### config.mk
export PLATFORM = sky130hd
export DESIGN_NAME = sprite_queue
export DESIGN_NICKNAME = d
export VERILOG_FILES = /design/src/rtl/sprite_queue.sv
export SDC_FILE = /design/constraint.sdc
export NUM_CORES = 1
export LEC_CHECK = 0
export CORE_ASPECT_RATIO = 1.2
export CORE_MARGIN = 1.5
export CORE_UTILIZATION = 55
export DETAILED_ROUTE_END_ITERATION = 10
export PLACE_DENSITY = 0.75
export SETUP_SLACK_MARGIN = 0.02
export SLEW_MARGIN = 5
export SYNTH_ARGS = -nofsm -noshare
export SYNTH_HDL_FRONTEND = slang
export SYNTH_SLANG_ARGS = --single-unit
### constraint.sdc
create_clock -name clock -period 9.3 [get_ports clock]
set_clock_uncertainty 0.2 [all_clocks]
set_input_delay 2.79 -clock clock [delete_from_list [all_inputs] [get_ports clock]]
set_output_delay 2.79 -clock clock [all_outputs]
set_load 0.01 [all_outputs]
### src/rtl/sprite_queue.sv
// First-word-fall-through draw queue feeding the sprite distributor; flushed at frame start.
// Optional build macro: SPRITE_QUEUE_CLIP_EN drops records whose position lies off screen.
module sprite_queue #(
    parameter int DEPTH    = 16,
    parameter int SCREEN_W = 800,
    parameter int SCREEN_H = 600
) (
    input  logic                       clock,
    input  logic                       reset_n,
    input  logic                       flush,
    input  logic                       enq_valid,
    output logic                       enq_ready,
    input  logic [7:0]                 enq_sprite_id,
    input  logic [15:0]                enq_sprite_x,
    input  logic [15:0]                enq_sprite_y,
    input  logic [7:0]                 enq_sprite_scale,
    input  logic                       sprite_queue_dequeue,
    output logic                       sprite_queue_is_empty,
    output logic [7:0]                 sprite_queue_sprite_id,
    output logic [15:0]                sprite_queue_sprite_x,
    output logic [15:0]                sprite_queue_sprite_y,
    output logic [7:0]                 sprite_queue_sprite_scale,
    output logic [$clog2(DEPTH):0]     count,
    output logic                       overflow,
    output logic                       clip_drop
);

    localparam int PTR_W = $clog2(DEPTH);
    localparam int CNT_W = PTR_W + 1;
    localparam int REC_W = 48;

    // Elaboration-time sanity checks on the configuration.
    if ((DEPTH < 2) || ((1 << PTR_W) != DEPTH)) begin : g_bad_depth
        $error("sprite_queue: DEPTH must be a power of two >= 2");
    end
    if ((SCREEN_W < 1) || (SCREEN_H < 1) || (SCREEN_W > 65536) || (SCREEN_H > 65536)) begin : g_bad_screen
        $error("sprite_queue: SCREEN_W/SCREEN_H out of range");
    end

    logic [REC_W-1:0] mem [DEPTH];

    logic [PTR_W-1:0] wr_ptr_reg, wr_ptr_next;
    logic [PTR_W-1:0] rd_ptr_reg, rd_ptr_next;
    logic [CNT_W-1:0] count_reg, count_next;
    logic             overflow_reg, overflow_next;
    logic             clip_drop_reg, clip_drop_next;

    logic             enq_fire;
    logic             deq_fire;
    logic             wr_en;
    logic             in_range;
    logic [REC_W-1:0] wr_data;
    logic [REC_W-1:0] head_data;

    assign sprite_queue_is_empty = (count_reg == '0);
    assign enq_ready             = (count_reg != CNT_W'(DEPTH));
    assign count                 = count_reg;
    assign overflow              = overflow_reg;

    assign wr_data  = {enq_sprite_id, enq_sprite_x, enq_sprite_y, enq_sprite_scale};

    // flush wins over both sides of the handshake in the same cycle.
    assign enq_fire = enq_valid && enq_ready && !flush;
    assign deq_fire = sprite_queue_dequeue && !sprite_queue_is_empty && !flush;

`ifdef SPRITE_QUEUE_CLIP_EN
    assign in_range  = ({16'd0, enq_sprite_x} < 32'(SCREEN_W)) &&
                       ({16'd0, enq_sprite_y} < 32'(SCREEN_H));
    assign wr_en     = enq_fire && in_range;
    assign clip_drop = clip_drop_reg;
`else
    assign in_range  = 1'b1;
    assign wr_en     = enq_fire && in_range;
    assign clip_drop = 1'b0;
`endif

    always_comb begin
        wr_ptr_next    = wr_ptr_reg;
        rd_ptr_next    = rd_ptr_reg;
        count_next     = count_reg;
        overflow_next  = overflow_reg;
        clip_drop_next = 1'b0;

        if (flush) begin
            wr_ptr_next   = '0;
            rd_ptr_next   = '0;
            count_next    = '0;
            overflow_next = 1'b0;
        end else begin
            if (wr_en) begin
                wr_ptr_next = wr_ptr_reg + 1'b1;
            end
            if (deq_fire) begin
                rd_ptr_next = rd_ptr_reg + 1'b1;
            end
            case ({wr_en, deq_fire})
                2'b10:   count_next = count_reg + 1'b1;
                2'b01:   count_next = count_reg - 1'b1;
                default: count_next = count_reg;
            endcase
            if (enq_valid && !enq_ready) begin
                overflow_next = 1'b1;
            end
            clip_drop_next = enq_fire && !in_range;
        end
    end

    always_ff @(posedge clock or negedge reset_n) begin
        if (!reset_n) begin
            wr_ptr_reg    <= '0;
            rd_ptr_reg    <= '0;
            count_reg     <= '0;
            overflow_reg  <= 1'b0;
            clip_drop_reg <= 1'b0;
        end else begin
            wr_ptr_reg    <= wr_ptr_next;
            rd_ptr_reg    <= rd_ptr_next;
            count_reg     <= count_next;
            overflow_reg  <= overflow_next;
            clip_drop_reg <= clip_drop_next;
        end
    end

    // Storage is deliberately left out of reset so it can map to distributed RAM.
    always_ff @(posedge clock) begin
        if (wr_en) begin
            mem[wr_ptr_reg] <= wr_data;
        end
    end

    // Head is masked while empty so stale or uninitialised storage never shows.
    assign head_data = sprite_queue_is_empty ? '0 : mem[rd_ptr_reg];

    assign sprite_queue_sprite_id    = head_data[47:40];
    assign sprite_queue_sprite_x     = head_data[39:24];
    assign sprite_queue_sprite_y     = head_data[23:8];
    assign sprite_queue_sprite_scale = head_data[7:0];

endmodule

==> metrics.yaml, run 1 <==
outcome: "finished clean"
yosysMostFrequentCell: "edfxtp_1"
switching_power_mw: 2.14
slew_headroom: 0.243
fin_crit_ps: 7020
maxCapViolations: 0
swShare: 0.246
grt_pass1_wl_um: 94300
grt-ovfl-total: 0
p_per_area_nw_per_um2: 252
place_worst_setup_slack_ps: 2940
end_kind: "output pin"
htree_num_levels: 3
drive_gt1_frac: 0.241
fin_area_um2: 34400
core_area_um2: 53800
cts-resized-gates: 0
syn_nets: 1349
worst_slew_pin_slew_ps: 1140
slew_viol_final: 0
dieArea_um2: 56000
row_count: 93
max_freq_ghz: 0.142
leakagePower_nw: 10.4
clock-sinks: 782
yosysWarningCount: 0
clk_pin_slew_ps: 60
synth_top_area_frac: 0.769
rsz0062_at_grt: "false"
placed_cell_area_um2: 32000
power_frac_seq: 0.461
r2r_slack_ps: 5870
hold_viol: 0
peakVddDrop_mv: 0.213
internal_power_mw: 6.54
p_comb_frac: 0.194
crit_path_top_delay_cell: "nand2b_2"
grtUsageTotal: 0.235
fin_hold_ws_ps: 333
worstPathMaxFanout: 30
synth_area_leaders: "edfxtp_1, mux4_2, mux2i_1, dfrtp_1, o22ai_1"
postRouteAntennaNets: 0
syn_area_um2: 30000
cts_tree: "built"
cts_setup_buffers: 0
ys_seq_area_frac: 0.780
synth_area_per_cell_um2: 23.3
synthArstFlopShare: 0.0179
wl_um: 64000
drt_iter0_markers: 1211
dp_hpwl_um: 32200
synth_edf_count: 768
arrival_ps: 4030
wl_per_cell_um: 29.1
post-route-period-util: 0.755
clk_latency_ps: 610
port_buffers: 108
holdBufCountCts: 0
gp_congestion: 0.730
die_y_um: 259
drc: 0
hp-class: "flip-flop to flip-flop"
start_util: 0.558
nNetsFinal: 1487
setup_tns_ps: 0
cts_buffer_depth: 3
slowest_delay_ps: 850
ys_seq_elements: 782
viasPerCell: 6.21
firstDrtPassIters: 7
path_cells: "nor4_4 > nand2b_1 > nand2b_2 > buf_4 > o22ai_1 > clkdlybuf4s50_1"
synthTopCellsByCount: "edfxtp_1, mux4_2, mux2i_1"
die_w_um: 216
cts_buffers: 75
largest_reg_flops: 768
clkPwrFrac: 0.345
yosys.area.top_type: "edfxtp_1"
netlist_instances: 1289
grt_pass1_vias: 14500
path_class: "flip-flop to output pin"
finalSetupViolations: 0
antenna_found_initial: 2
via_count: 13700
synth-main-ff-cell: "edfxtp_1"
setup_slack_ps: 2280
required_ps: 6310
synth_cell_types: 40
pin_count: 110
num_antenna_cells: 0
cp-start-kind: "flip-flop"
grt_max_degree: 96
cts_root_buf: "clkbuf_16"
area_delta_synth_final_pct: 14.7
cell families (layout without fill, tap and decap cells):
family,count (synthesis),after routing,synth area share
other,1,1,0.000125
flip-flops,782,782,0.780
AO/OA/AOI/OAI,61,61,0.0137
adder cells (fa/ha/maj),7,7,0.00292
XOR/XNOR,9,9,0.00263
buffers and inverters,75,276,0.0117
multiplexers,293,293,0.178
AND/OR/NAND/NOR,61,61,0.0105
through the flow:
stage | cells | util | power (mW)
after CTS | 2202 | 0.640 | 8.76
after detailed placement | 2062 | 0.595 | 5.78
after global placement | 2062 | 0.595 | 5.76
after floorplan | 1289 | - | 5.19
final | 2202 | 0.640 | 8.68
after global routing | 2202 | 0.640 | 8.99
final timing paths:
kind	from	to	depth (start not counted)
setup / recovery	count[1]	sprite_queue_sprite_x[8]	6
hold / removal	overflow	overflow	2
setup reg to reg	count[1]	mem[15][29]	5
hold reg to reg	overflow	overflow	2
max in group asynchronous	reset_n	rd_ptr_reg[0]	1
min in group asynchronous	reset_n	wr_ptr_reg[2]	1
placed cells by master, fill, tap and decap left out, types with 2 or more instances in the layout:
master and n:
clkinv_1 10, nor2_1 14, nand3b_1 2, mux4_2 192, inv_6 4, buf_4 22, bufinv_16 7, clkbuf_16 77
inv_1 3, clkinv_8 2, o21ai_0 2, clkbuf_1 17, a21oi_1 5, buf_12 3, clkdlybuf4s50_1 108, dfrtp_4 3
o22ai_1 48, nand3_1 4, clkinv_2 22, nor2_4 16, nand2_1 9, dfrtp_1 11, xor2_1 8, ha_1 7
edfxtp_1 768, or3_1 4, mux2i_1 100
worst max-delay path: cells and delay by family, from the launching register on:
| kind | cells | cell delay (ps) |
|---|---|---|
| buf+inv | 2 | 980 |
| compound gates | 1 | 180 |
| simple gates | 3 | 1750 |
| flops | 1 | 490 |
power by group through the flow:
stage / combinational (mW) / sequential, mW / clock (mW)
6_report: 1.68 / 4.00 / 3.00
3_5_place_dp: 1.70 / 4.08 / 0
5_1_grt: 1.80 / 4.01 / 3.18
3_3_place_gp: 1.69 / 4.08 / 0
2_1_floorplan: 1.18 / 4.01 / 0
4_1_cts: 1.71 / 4.00 / 3.05
layer usage:
layer | vias to the layer above | wire length (um) | global-route usage
met3 | 90 | 4010 | 0.0404
met4 | 4 | 1570 | 0.0828
met1 | 7308 | 24500 | 0.305
met2 | 517 | 33800 | 0.403
met5 | - | 30 | 0
li1 | 5759 | - | -
final cells by class:
class | count | area, um^2
inverters | 3 | 11.3
multi-input cells | 432 | 6370
flip-flops and latches | 782 | 23400
well taps | 712 | 891
clock inverters | 45 | 425
clock buffers | 95 | 2000
repair buffers | 133 | 1310
fillers | 3468 | 19300
Note: power is estimated with default switching activity, not from simulation.
==> run 2: changes to the inputs <==
==> constraint.sdc (replaced) <==
create_clock -name clock -period 7 [get_ports clock]
set_clock_uncertainty 0.2 [all_clocks]
set_input_delay 2.1 -clock clock [delete_from_list [all_inputs] [get_ports clock]]
set_output_delay 2.1 -clock clock [all_outputs]
set_load 0.01 [all_outputs]
==> run 2 against run 1 <==
Register-to-register slack got worse by 1900 ps. Utilization fell by 0.056 points. Die area did not move. Clock power rose by 23%. Total power rose by 30%. First-iteration DRC count rose by 2.3%. Clock-buffer cell count fell by 1. Sequential power rose by 31%. Routed wire length fell by 3.0%. Highest routed layer unchanged.
==> metrics.yaml, run 2 (same netlist as run 1, synthesis figures left out) <==
outcome: "finished clean"  # unchanged
clk_latency_ps: 600  # was 610 ps
drive_gt1_frac: 0.231  # was 0.241
slew_headroom: 0.247  # was 0.243
power_frac_seq: 0.468  # was 0.461
path_buf_inv: 2  # unchanged
end_kind: "output pin"  # unchanged
path_cells: "nor4_4 > nand2b_1 > nand2b_2 > buf_4 > o22ai_1 > clkdlybuf4s50_1"  # unchanged
fin_crit_ps: 6160
dp.cells: 2069  # was 2062
via_count: 13600  # was 13700
core_area_um2: 53800  # unchanged
grt-ovfl-total: 0  # unchanged
cp-start-kind: "flip-flop"  # unchanged
reg2reg_from: "count[1]"  # unchanged
row_count: 93  # unchanged
htree_num_levels: 3  # unchanged
nNetsFinal: 1492  # was 1487
p_per_area_nw_per_um2: 327  # was 252 nW/um^2
crit_path_top_delay_cell: "nand2b_2"  # unchanged
dieArea_um2: 56000  # unchanged
worst_slew_pin_slew_ps: 1130  # was 1140 ps
drc: 0  # unchanged
postRouteAntennaNets: 0  # unchanged
cts-resized-gates: 0  # unchanged
rr_endpoint: "mem[4][44]"  # was mem[15][29]
hp-start: "overflow"  # unchanged
hp-class: "flip-flop to flip-flop"  # unchanged
viasPerCell: 6.21  # about the same
max_freq_ghz: 0.162
path_delay_family: "simple AND/OR/NAND/NOR gates"  # unchanged
regArea_um2: 23400  # unchanged
grt_max_degree: 80  # was 96
cts_root_buf: "clkbuf_16"  # unchanged
setup_tns_ps: 0  # unchanged
firstDrtPassIters: 5  # was 7
area_delta_synth_final_pct: 14.6  # was 14.7%
drt_iter0_markers: 1239  # was 1211
slowest_delay_ps: 860  # was 850 ps
peakVddDrop_mv: 0.286  # was 0.213 mV
port_buffers: 108  # unchanged
final_cell_mix: "edfxtp_1, mux4_2, clkdlybuf4s50_1"  # unchanged
cts_tree: "built"  # unchanged
cts_setup_buffers: 0  # unchanged
grt_pass1_vias: 14400  # was 14500
rr_worst_depth: 5  # unchanged
required_ps: 4700  # was 6310 ps
hold_viol: 0  # unchanged
wl_um: 62100  # was 64000 um
start_util: 0.558  # unchanged
largest_reg_flops: 768  # unchanged
clk_pin_slew_ps: 60  # about the same
swShare: 0.243  # was 0.246
rsz0062_at_grt: "false"  # unchanged
power_mw: 11.2  # was 8.68 mW
antenna_found_initial: 4  # was 2
maxCapViolations: 0  # unchanged
finalSetupViolations: 0  # unchanged
hold_depth: 2  # unchanged
holdBufCountCts: 0  # unchanged
grtUsageTotal: 0.227  # was 0.235
clock-sinks: 782  # unchanged
dp_hpwl_um: 32500  # was 32200 um
die_y_um: 259  # unchanged
p_comb_frac: 0.203  # was 0.194
leakagePower_nw: 10.3  # was 10.4 nW
switching_power_mw: 2.73  # was 2.14 mW
clkPwrFrac: 0.329  # was 0.345
gp_congestion: 0.769  # was 0.730
slew_viol_final: 0  # unchanged
worstPathMaxFanout: 36  # was 30
holdPathEnd: "overflow"  # unchanged
layout_commonest_cell: "edfxtp_1"  # unchanged
internal_power_mw: 8.51  # was 6.54 mW
pin_count: 110  # unchanged
cts_buffer_depth: 3  # unchanged
die_w_um: 216  # unchanged
multi_input_area_um2: 6370  # unchanged
path_class: "flip-flop to output pin"  # unchanged
grt_pass1_wl_um: 92000  # was 94300 um
r2r_slack_ps: 3930  # was 5870 ps
final_cells: 2192  # was 2202
post-route-period-util: 0.881
arrival_ps: 3860  # was 4030 ps
num-fill-cells: 3525  # was 3468
wl_per_cell_um: 28.3  # was 29.1 um
final_util: 0.640  # about the same
cts_buffers: 73  # was 75
## run 2: cell type report
| class | count | area share |
|---|---|---|
| diodes | 1 | 0.0000727 |
| repair buffers | 140 | 0.0435 |
| flip-flops and latches | 782 | 0.681 |
| clock buffers | 94 | 0.0591 |
| multi-input cells | 432 | 0.185 |
| clock inverters | 28 | 0.00506 |
| well taps | 712 | 0.0259 |
| inverters | 3 | 0.000327 |
## run 2: metal layers
metal / GRT usage / part of all wire / wire [um]
met1: 0.302 / 0.39 / 24400
met2: 0.384 / 0.52 / 32200
met3: 0.0370 / 0.058 / 3620
met4: 0.0849 / 0.030 / 1860
met5: 0 / 0.00042 / 26
## run 2: power by group through the flow
stage | Sequential, mW | Combinational (mW) | Clock [mW]
floorplan | 5.33 | 1.57 | 0
global placement | 5.35 | 2.30 | 0
detailed placement | 5.36 | 2.32 | 0
CTS | 5.26 | 2.33 | 3.77
global route | 5.27 | 2.45 | 3.93
finish | 5.26 | 2.28 | 3.70
## run 2: worst max path at each step
stage / from / endpoint / cells past startpoint
3_5_place_dp: count[1] / sprite_queue_sprite_y[5] / 6
5_1_grt: count[1] / sprite_queue_sprite_y[5] / 6
4_1_cts: count[1] / sprite_queue_sprite_y[5] / 6
6_report: count[1] / sprite_queue_sprite_scale[1] / 6
3_3_place_gp: count[1] / sprite_queue_sprite_y[9] / 6
2_1_floorplan: flush / mem[8][0] / 3
## run 2: stage by stage
step                hold slack, ps  setup WS, ps  instance area, um^2
floorplan                      329          1520                30000
global placement               295          1490                32200
detailed placement             301          1410                32200
CTS                            314           760                34400
global route                   338           597                34400
finish                         310           835                34400
## run 2: tightest hold or removal path, cell delays in order (launching register included)
cell and delay, ps:
dfrtp_1 350, a31oi_1 40, nor2_1 70
==> run 3: changes to the inputs <==
--- a/config.mk
+++ b/config.mk
@@ -9,9 +9,11 @@
 export CORE_MARGIN = 1.5
 export CORE_UTILIZATION = 55
 export DETAILED_ROUTE_END_ITERATION = 10
+export MAX_ROUTING_LAYER = met4
 export PLACE_DENSITY = 0.75
+export REMOVE_ABC_BUFFERS = 1
 export SETUP_SLACK_MARGIN = 0.02
-export SLEW_MARGIN = 5
+export SLEW_MARGIN = 20
 export SYNTH_ARGS = -nofsm -noshare
 export SYNTH_HDL_FRONTEND = slang
 export SYNTH_SLANG_ARGS = --single-unit
==> run 3 against run 2 <==
Total power is 3.1% higher. Sequential share of layout area is 0.50 points lower. Critical path depth stayed put. Critical endpoint is now sprite_queue_sprite_scale[3]. Largest cell class unchanged. Highest routed layer is now met4.
==> metrics.yaml, run 3 (same netlist as run 1, synthesis figures left out) <==
outcome: "finished clean"  # unchanged
layout_commonest_cell: "edfxtp_1"  # unchanged
wl_met1_um: 24100  # was 24400 um
drt_iter0_markers: 1279  # was 1239
dieArea_um2: 56000  # unchanged
cts_buffers: 73  # unchanged
crit_path_top_delay_cell: "nand2b_2"  # unchanged
grt_pass1_wl_um: 94000  # was 92000 um
clk_pin_slew_ps: 60  # about the same
cp-endpoint: "sprite_queue_sprite_scale[3]"  # was sprite_queue_sprite_scale[1]
worstPathMaxFanout: 32  # was 36
post-route-period-util: 0.903  # was 0.881
viasPerCell: 6.26  # was 6.21
maxCapViolations: 0  # unchanged
rr_worst_depth: 5  # unchanged
setup_tns_ps: 0  # unchanged
cts_tree: "built"  # unchanged
final_cell_mix: "edfxtp_1, mux4_2, clkdlybuf4s50_1"  # unchanged
firstDrtPassIters: 5  # unchanged
path_delay_family: "simple AND/OR/NAND/NOR gates"  # unchanged
port_buffers: 108  # unchanged
grt-ovfl-total: 0  # unchanged
p_per_area_nw_per_um2: 334  # was 327 nW/um^2
dp_hpwl_um: 32400  # was 32500 um
wl_met2_um: 32700  # was 32200 um
postRouteAntennaNets: 0  # unchanged
antenna_found_initial: 2  # was 4
cts_root_buf: "clkbuf_16"  # unchanged
gp_congestion: 0.796  # was 0.769
slew_viol_final: 0  # unchanged
nNetsFinal: 1496  # was 1492
htree_num_levels: 3  # unchanged
hold_viol: 0  # unchanged
grt_pass1_vias: 14700  # was 14400
via_count: 13800  # was 13600
wl_um: 63000  # was 62100 um
startpoint: "count[1]"  # unchanged
area_delta_synth_final_pct: 15.5  # was 14.6%
row_count: 93  # unchanged
power_mw: 11.6  # was 11.2 mW
core_area_um2: 53800  # unchanged
hp-class: "flip-flop to flip-flop"  # unchanged
drc: 0  # unchanged
start_util: 0.558  # unchanged
required_ps: 4700  # about the same
worst-path-stages: 6  # unchanged
finalSetupViolations: 0  # unchanged
fin_area_um2: 34700  # was 34400 um^2
cp-start-kind: "flip-flop"  # unchanged
worst_slew_pin_slew_ps: 1040  # was 1130 ps
reg2reg_from: "count[1]"  # unchanged
path_cells: "nor4_4 > nand2b_1 > nand2b_2 > buf_4 > o22ai_1 > clkdlybuf4s50_1"  # unchanged
placed_cell_area_um2: 32300  # was 32200 um^2
wl_met3_um: 4390  # was 3620 um
clk_latency_ps: 610  # was 600 ps
slowest_delay_ps: 840  # was 860 ps
leakagePower_nw: 10.4  # was 10.3 nW
path_buf_inv: 2  # unchanged
largest_reg_flops: 768  # unchanged
arrival_ps: 4020  # was 3860 ps
grt_max_degree: 74  # was 80
drive_gt1_frac: 0.239  # was 0.231
holdBufCountCts: 0  # unchanged
pin_count: 110  # unchanged
path_class: "flip-flop to output pin"  # unchanged
r2r_slack_ps: 3850  # was 3930 ps
end_kind: "output pin"  # unchanged
routed.top_layer: "met4"  # was met5
cts-resized-gates: 0  # unchanged
fin_crit_ps: 6320  # was 6160 ps
cts_setup_buffers: 0  # unchanged
rsz0062_at_grt: "false"  # unchanged
wl_per_cell_um: 28.6  # was 28.3 um
hp-start: "overflow"  # unchanged
rr_endpoint: "mem[3][37]"  # was mem[4][44]
slew_headroom: 0.309  # was 0.247
die_y_um: 259  # unchanged
peakVddDrop_mv: 0.228  # was 0.286 mV
cts_buffer_depth: 3  # unchanged
clock-sinks: 782  # unchanged
die_w_um: 216  # unchanged
max_freq_ghz: 0.158  # was 0.162 GHz
grtUsageTotal: 0.240  # was 0.227
-- run 3: cell count changes in the layout (fill, tap and decap cells not counted), moves of 3 or more --
cell,change
clkbuf_1,+7
buf_12,+3
bufinv_16,+6
clkinv_1,-9
-- run 3: routing by layer --
layer | vias to the layer above | track usage
met5 | - | -
met4 | 0 | 0.0930
met3 | 106 | 0.0370
met2 | 557 | 0.391
met1 | 7371 | 0.309
li1 | 5779 | -
-- run 3: area by class of cell --
type / count / area (um^2)
antenna: 2 / 5.00
clock buffer: 101 / 2040
clock inverter: 30 / 357
fill: 3447 / 19100
inverter: 3 / 11.3
multi-input combinational: 432 / 6370
sequential: 782 / 23400
tap: 712 / 891
timing repair buffer: 144 / 1560
-- run 3: through the flow --
step	hold slack, ps	util	setup slack [ps]	std cells
CTS	348	0.645	683	2204
global placement	322	0.600	1560	2073
floorplan	329	-	-3800	1217
detailed placement	332	0.600	1350	2073
global route	388	0.645	501	2206
finish	352	0.645	679	2206
-- run 3: worst min path at each step --
stage | cells past startpoint | end | slack, ps
2_1_floorplan | 2 | overflow | 330
3_3_place_gp | 2 | overflow | 320
3_5_place_dp | 2 | overflow | 330
4_1_cts | 2 | overflow | 350
5_1_grt | 2 | overflow | 390
6_report | 2 | overflow | 350
-- run 3: worst reg2reg max path: stages (launching register included) --
cell and delay (ps):
dfrtp_1 550, nor4_4 150, a21boi_4 360, nand2_1 370, nor2_4 850, buf_12 330
-- run 3: report_power, final --
part | switching, mW | total (mW) | internal [mW]
registers | 0.118 | 5.32 | 5.20
clock network | 1.64 | 3.97 | 2.34
logic | 1.07 | 2.30 | 1.23
==> RTL change 1, RTL diff (settings of run 1) <==
`DEPTH`: 16 -> 32.
--- a/src/rtl/sprite_queue.sv
+++ b/src/rtl/sprite_queue.sv
@@ -1,7 +1,7 @@
 // First-word-fall-through draw queue feeding the sprite distributor; flushed at frame start.
 // Optional build macro: SPRITE_QUEUE_CLIP_EN drops records whose position lies off screen.
 module sprite_queue #(
-    parameter int DEPTH    = 16,
+    parameter int DEPTH    = 32,
     parameter int SCREEN_W = 800,
     parameter int SCREEN_H = 600
 ) (
Interface: changed (resized count); port bits go from 110 to 111. The function was not compared with the original's and may differ.
==> RTL change 1 against run 1 <==
  * Sequential cell count up 771
  * Combinational power up 110%
  * Core utilization fell by 1.9 points
  * Worst setup slack worse by 400 ps
  * Area after synthesis rose by 99%
  * Via count up 99%
  * Wire length rose by 110%
  * Power is 96% higher
  * Fmax fell by 5.4%
  * Count of clock-buffer cells in the layout rose by 71
  * Final area grew 94%
  * Critical path type unchanged
==> RTL change 1: results (changes against run 1) <==
- For this design, the slowest cell found on the critical path is sky130_fd_sc_hd__dfrtp_4.
- The layout net count is 2692 (+81%).
- The total leakage power is 20.2 nW (+95%).
- The maximum vdd ir drop came to 0.000211 V (-1.2%).
- The synthesized-area fraction occupied by ao, oa, aoi and oai cells is 0.813% (-0.56 points).
- The number of input and output port buffers inserted is 109 (+0.93%).
- The global router's overall resource usage was 25.2% (+1.8 points).
- The placed cell area is 0.0625 mm² (+95%).
- The half-perimeter wire length after placement was 70.6 mm (+120%).
- The xor and xnor fraction of the mapped netlist area is 0.147% (-0.12 points).
- The distinct cell type count of the synthesized netlist is 45 (+13%).
- The routed wire length per instance is 32.6 µm (+12%).
- The flow ran to the end, and the final reports show no timing, DRC or antenna violations.
- The dominant delay contributor by cell family on the critical path is buffers and inverters.
- The global-route track usage on met2 is 42.9% (+2.5 points).
- The largest net degree at the start of global routing is 104 (+8.3%).
- The number of flip-flops in the largest register was 1536 (+100%).
- The via count is 27210 (+99%).
- The share of synthesized registers carrying an async set or reset was 1.09% (-0.70 points).
- The post-layout instance count excluding filler cells is 4149 (+88%).
- The via count of the first global-routing pass is 28708 (+98%).
- The sequential element share of the synthesized area is 78.1% (+0.12 points).
- The signal arrival time at the worst endpoint is 4430 ps (+400 ps).
- The synthesized-area fraction occupied by adder cells is 0.168% (-0.12 points).
- The area of all sequential standard cells came to 0.0466 mm² (+99%).
- The number of nets produced by synthesis is 2514 (+86%).
## RTL change 1: where the power goes
group,total (mW),internal [mW],switching (mW)
Sequential,7.89,7.76,0.124
Clock,5.63,3.16,2.48
Combinational,3.46,1.79,1.68
## RTL change 1: cell families (layout without fill, tap and decap cells)
family / count (synthesis) / count (layout)
flops: 1553 / 1553
other cells: 1 / 5
buf+inv: 227 / 512
fa+ha+maj: 8 / 8
compound gates: 73 / 73
simple gates: 99 / 99
mux: 482 / 482
xor+xnor: 10 / 10
## RTL change 1: worst reg2reg max path, cell delays in order (launching register included)
cell and delay [ps]:
sky130_fd_sc_hd__dfrtp_1 530, sky130_fd_sc_hd__nor3_2 170, sky130_fd_sc_hd__nand3_1 180, sky130_fd_sc_hd__and3_1 300
sky130_fd_sc_hd__nand2_1 530, sky130_fd_sc_hd__nor2_4 1140, sky130_fd_sc_hd__buf_4 540
## RTL change 1: final cells by class
type | count | area share (%)
Clock inverter | 84 | 1.06
Antenna cell | 4 | 0.0150
Sequential cell | 1553 | 69.6
Timing Repair Buffer | 160 | 2.36
Tap cell | 1407 | 2.63
Multi-Input combinational cell | 673 | 18.3
Clock buffer | 166 | 5.54
Inverter | 102 | 0.572
## RTL change 1: path summary, 6_finish.rpt
path,from,endpoint,slack [ps],depth (start not counted)
worst max-delay path,rd_ptr_reg[1],sprite_queue_sprite_scale[0],1880,6
min in group asynchronous,reset_n,rd_ptr_reg[2],2310,1
worst max register to register,count[1],mem[19][17],5350,6
worst min register to register,overflow,overflow,360,2
max in group asynchronous,reset_n,rd_ptr_reg[1],6000,1
worst min-delay path,overflow,overflow,360,2
==> RTL change 2, RTL diff (config.mk and constraints of run 1) <==
Made on the original files. Make the reset (`reset_n`) synchronous in one clocked block.
--- a/src/rtl/sprite_queue.sv
+++ b/src/rtl/sprite_queue.sv
@@ -105,7 +105,7 @@
         end
     end
 
-    always_ff @(posedge clock or negedge reset_n) begin
+    always_ff @(posedge clock) begin
         if (!reset_n) begin
             wr_ptr_reg    <= '0;
             rd_ptr_reg    <= '0;
Function: differs if reset_n is asserted again (counterexample within 4 cycles, from zero or initial values and one cycle with reset_n low); with reset_n held inactive, the same outputs for 4 cycles.
==> RTL change 2 against run 1 <==
  * Core utilization shrank 1.0 points
  * Via count is 3.9% higher
  * Register-to-register slack gained 60 ps
  * Area after synthesis rose by 1.3%
  * Non-clock buffer count rose by 5
  * Final area up 0.13%
  * Wire length decreased by 4.3%
  * Sequential cell count grew 4
  * Count of clock-buffer cells in the layout down 1
  * Critical path depth unchanged
  * Worst setup slack better by 240 ps
  * Largest cell class unchanged
Power is not compared: it rests on default switching activity, and its combinational part moved more than twofold at a synthesized area within 25%.
==> RTL change 2: results (changes against run 1) <==
- The flow ran to the end, and the final reports show no timing, DRC or antenna violations.
- The actual slew at the worst max-slew pin is 1110 ps (-26.9 ps).
- The xor and xnor fraction of the mapped netlist area is 0.202% (-0.061 points).
- The number of nets produced by synthesis is 1418 (+5.1%).
- The maximum count of clock buffers along a single path came to 3 (unchanged).
- The global router's overall resource usage came to 22.3% (-1.2 points).
- The number of antenna violations at the first check in global routing is 7 (+5).
- The post-placement worst setup slack is 3100 ps (+164 ps).
- The average via count per standard cell is 6.28 (+1.1%).
- The synthesized-area fraction occupied by ao, oa, aoi and oai cells was 2.89% (+1.5 points).
- The largest net degree at the start of global routing is 101 (+5.2%).
- The sequential element share of the synthesized area is 77.1% (-0.95 points).
- In this run the most critical hold path is launched from overflow.
- By count the netlist is led by sky130_fd_sc_hd__edfxtp_1, sky130_fd_sc_hd__mux4_2, sky130_fd_sc_hd__a211oi_1.
- The share of final-layout standard cells stronger than drive strength 1 is 22.3% (-1.8 points).
- The final wirelength is 61.3 mm (-4.3%).
- The global placement routability congestion is 0.719 (-1.6%).
- The share of synthesized registers carrying an async set or reset is 0% (-1.8 points).
- The count of cells along the worst register-to-register path came to 5 (unchanged).
- The first-pass iteration count of the detailed router is 5 (-2).
- The reported max-cap violation count is 0 (unchanged).
- The first-pass GRT wire length came to 91.7 mm (-2.8%).
- The mux share of post-synthesis cell area is 15.9% (-1.9 points).
- The number of cells on the worst hold path was 2 (unchanged).
- The starting DRC count in detailed routing is 1453 (+20%).
- The synthesized-area fraction occupied by adder cells is 0.288% (-0.0037 points).
- The path with the worst hold slack has its endpoint at overflow.
- The number of enable-type register cells in the synthesized netlist was 768 (unchanged).
- The half-perimeter wire length after placement is 30.4 mm (-5.3%).
- The number of clock buffers inserted by TritonCTS is 73 (-2.7%).
- The number of inserted filler cells in the final layout is 3577 (+3.1%).
- Yosys attributes the largest share of cell area to sky130_fd_sc_hd__edfxtp_1, sky130_fd_sc_hd__mux4_2, sky130_fd_sc_hd__a211oi_1.
- The via count of the first global-routing pass is 14940 (+2.9%).
- The distinct cell type count of the synthesized netlist is 45 (+13%).
- The worst-path maximum fanout is 46 (+53%).
- The register-to-register path setup slack is 5930 ps (+60 ps).
- The layout net count is 1549 (+4.2%).
- The signal arrival time at the worst endpoint is 3790 ps (-240 ps).
- The worst flop-to-flop path endpoint is mem[10][6].
- The startpoint of the worst-slack reg-to-reg timing path is count[1].
- The width of the die came to 218 µm (+0.63%).
==> RTL change 2: layout make-up <==
| type | count | area, µm² | area share [%] |
|---|---|---|---|
| multi-input cells | 485 | 6590 | 19.1 |
| repair buffers | 138 | 1340 | 3.90 |
| clock inverters | 33 | 196 | 0.570 |
| inverters | 5 | 18.8 | 0.0544 |
| clock buffers | 94 | 1990 | 5.77 |
| diodes | 1 | 2.50 | 0.00726 |
| flip-flops and latches | 786 | 23400 | 68.0 |
| well taps | 720 | 901 | 2.61 |
==> RTL change 2: worst max-delay path, cell delays in order (launching register included) <==
cell and delay (ps):
sky130_fd_sc_hd__dfxtp_4 890, sky130_fd_sc_hd__buf_4 610, sky130_fd_sc_hd__mux4_2 560, sky130_fd_sc_hd__nor2b_1 150
sky130_fd_sc_hd__a211oi_1 280, sky130_fd_sc_hd__a211oi_1 110, sky130_fd_sc_hd__clkdlybuf4s50_1 540
==> RTL change 2: cells by family (layout without fill, tap and decap cells) <==
logic type	after synthesis	after routing
buffers and inverters	87	270
other	1	2
adder cells (fa/ha/maj)	7	7
flip-flops	786	786
XOR/XNOR	7	7
AO/OA/AOI/OAI	117	117
AND/OR/NAND/NOR	111	111
multiplexers	242	242
==> RTL change 2: worst max path at each step <==
stage	from	endpoint	slack [ps]	cells past startpoint
2_1_floorplan	flush	mem[0][0]	1960	4
3_3_place_gp	flop	sprite_queue_sprite_y[10]	3110	5
3_5_place_dp	flop	sprite_queue_sprite_id[4]	3100	5
4_1_cts	flop	sprite_queue_sprite_id[7]	2440	5
5_1_grt	flop	sprite_queue_sprite_y[10]	2240	5
6_report	flop	sprite_queue_sprite_y[4]	2520	6
==> RTL change 2: power by group through the flow <==
stage	sequential (mW)	combinational [mW]	clock [mW]
2_1_floorplan	3.98	0.0545	0
3_3_place_gp	3.98	0.143	0
3_5_place_dp	3.98	0.150	0
4_1_cts	3.90	0.150	2.82
5_1_grt	3.90	0.162	2.95
6_report	3.90	0.150	2.77
==> RTL change 2: layer usage <==
layer | up-vias | wire (µm) | global-route usage (%)
li1 | 5998 | - | -
met1 | 7513 | 24500 | 30.7
met2 | 570 | 30600 | 36.0
met3 | 117 | 4540 | 4.21
met4 | 12 | 1550 | 8.02
met5 | - | 81 | 0
==> RTL change 2: stage by stage <==
stage / cell area, µm² / cells / utilization (%) / hold slack (ps)
floorplan: 30400 / 1358 / - / 269
global placement: 32300 / 2134 / 59.0 / 263
detailed placement: 32300 / 2134 / 59.0 / 275
CTS: 34500 / 2261 / 63.0 / 298
global route: 34500 / 2262 / 63.0 / 337
finish: 34500 / 2262 / 63.0 / 289
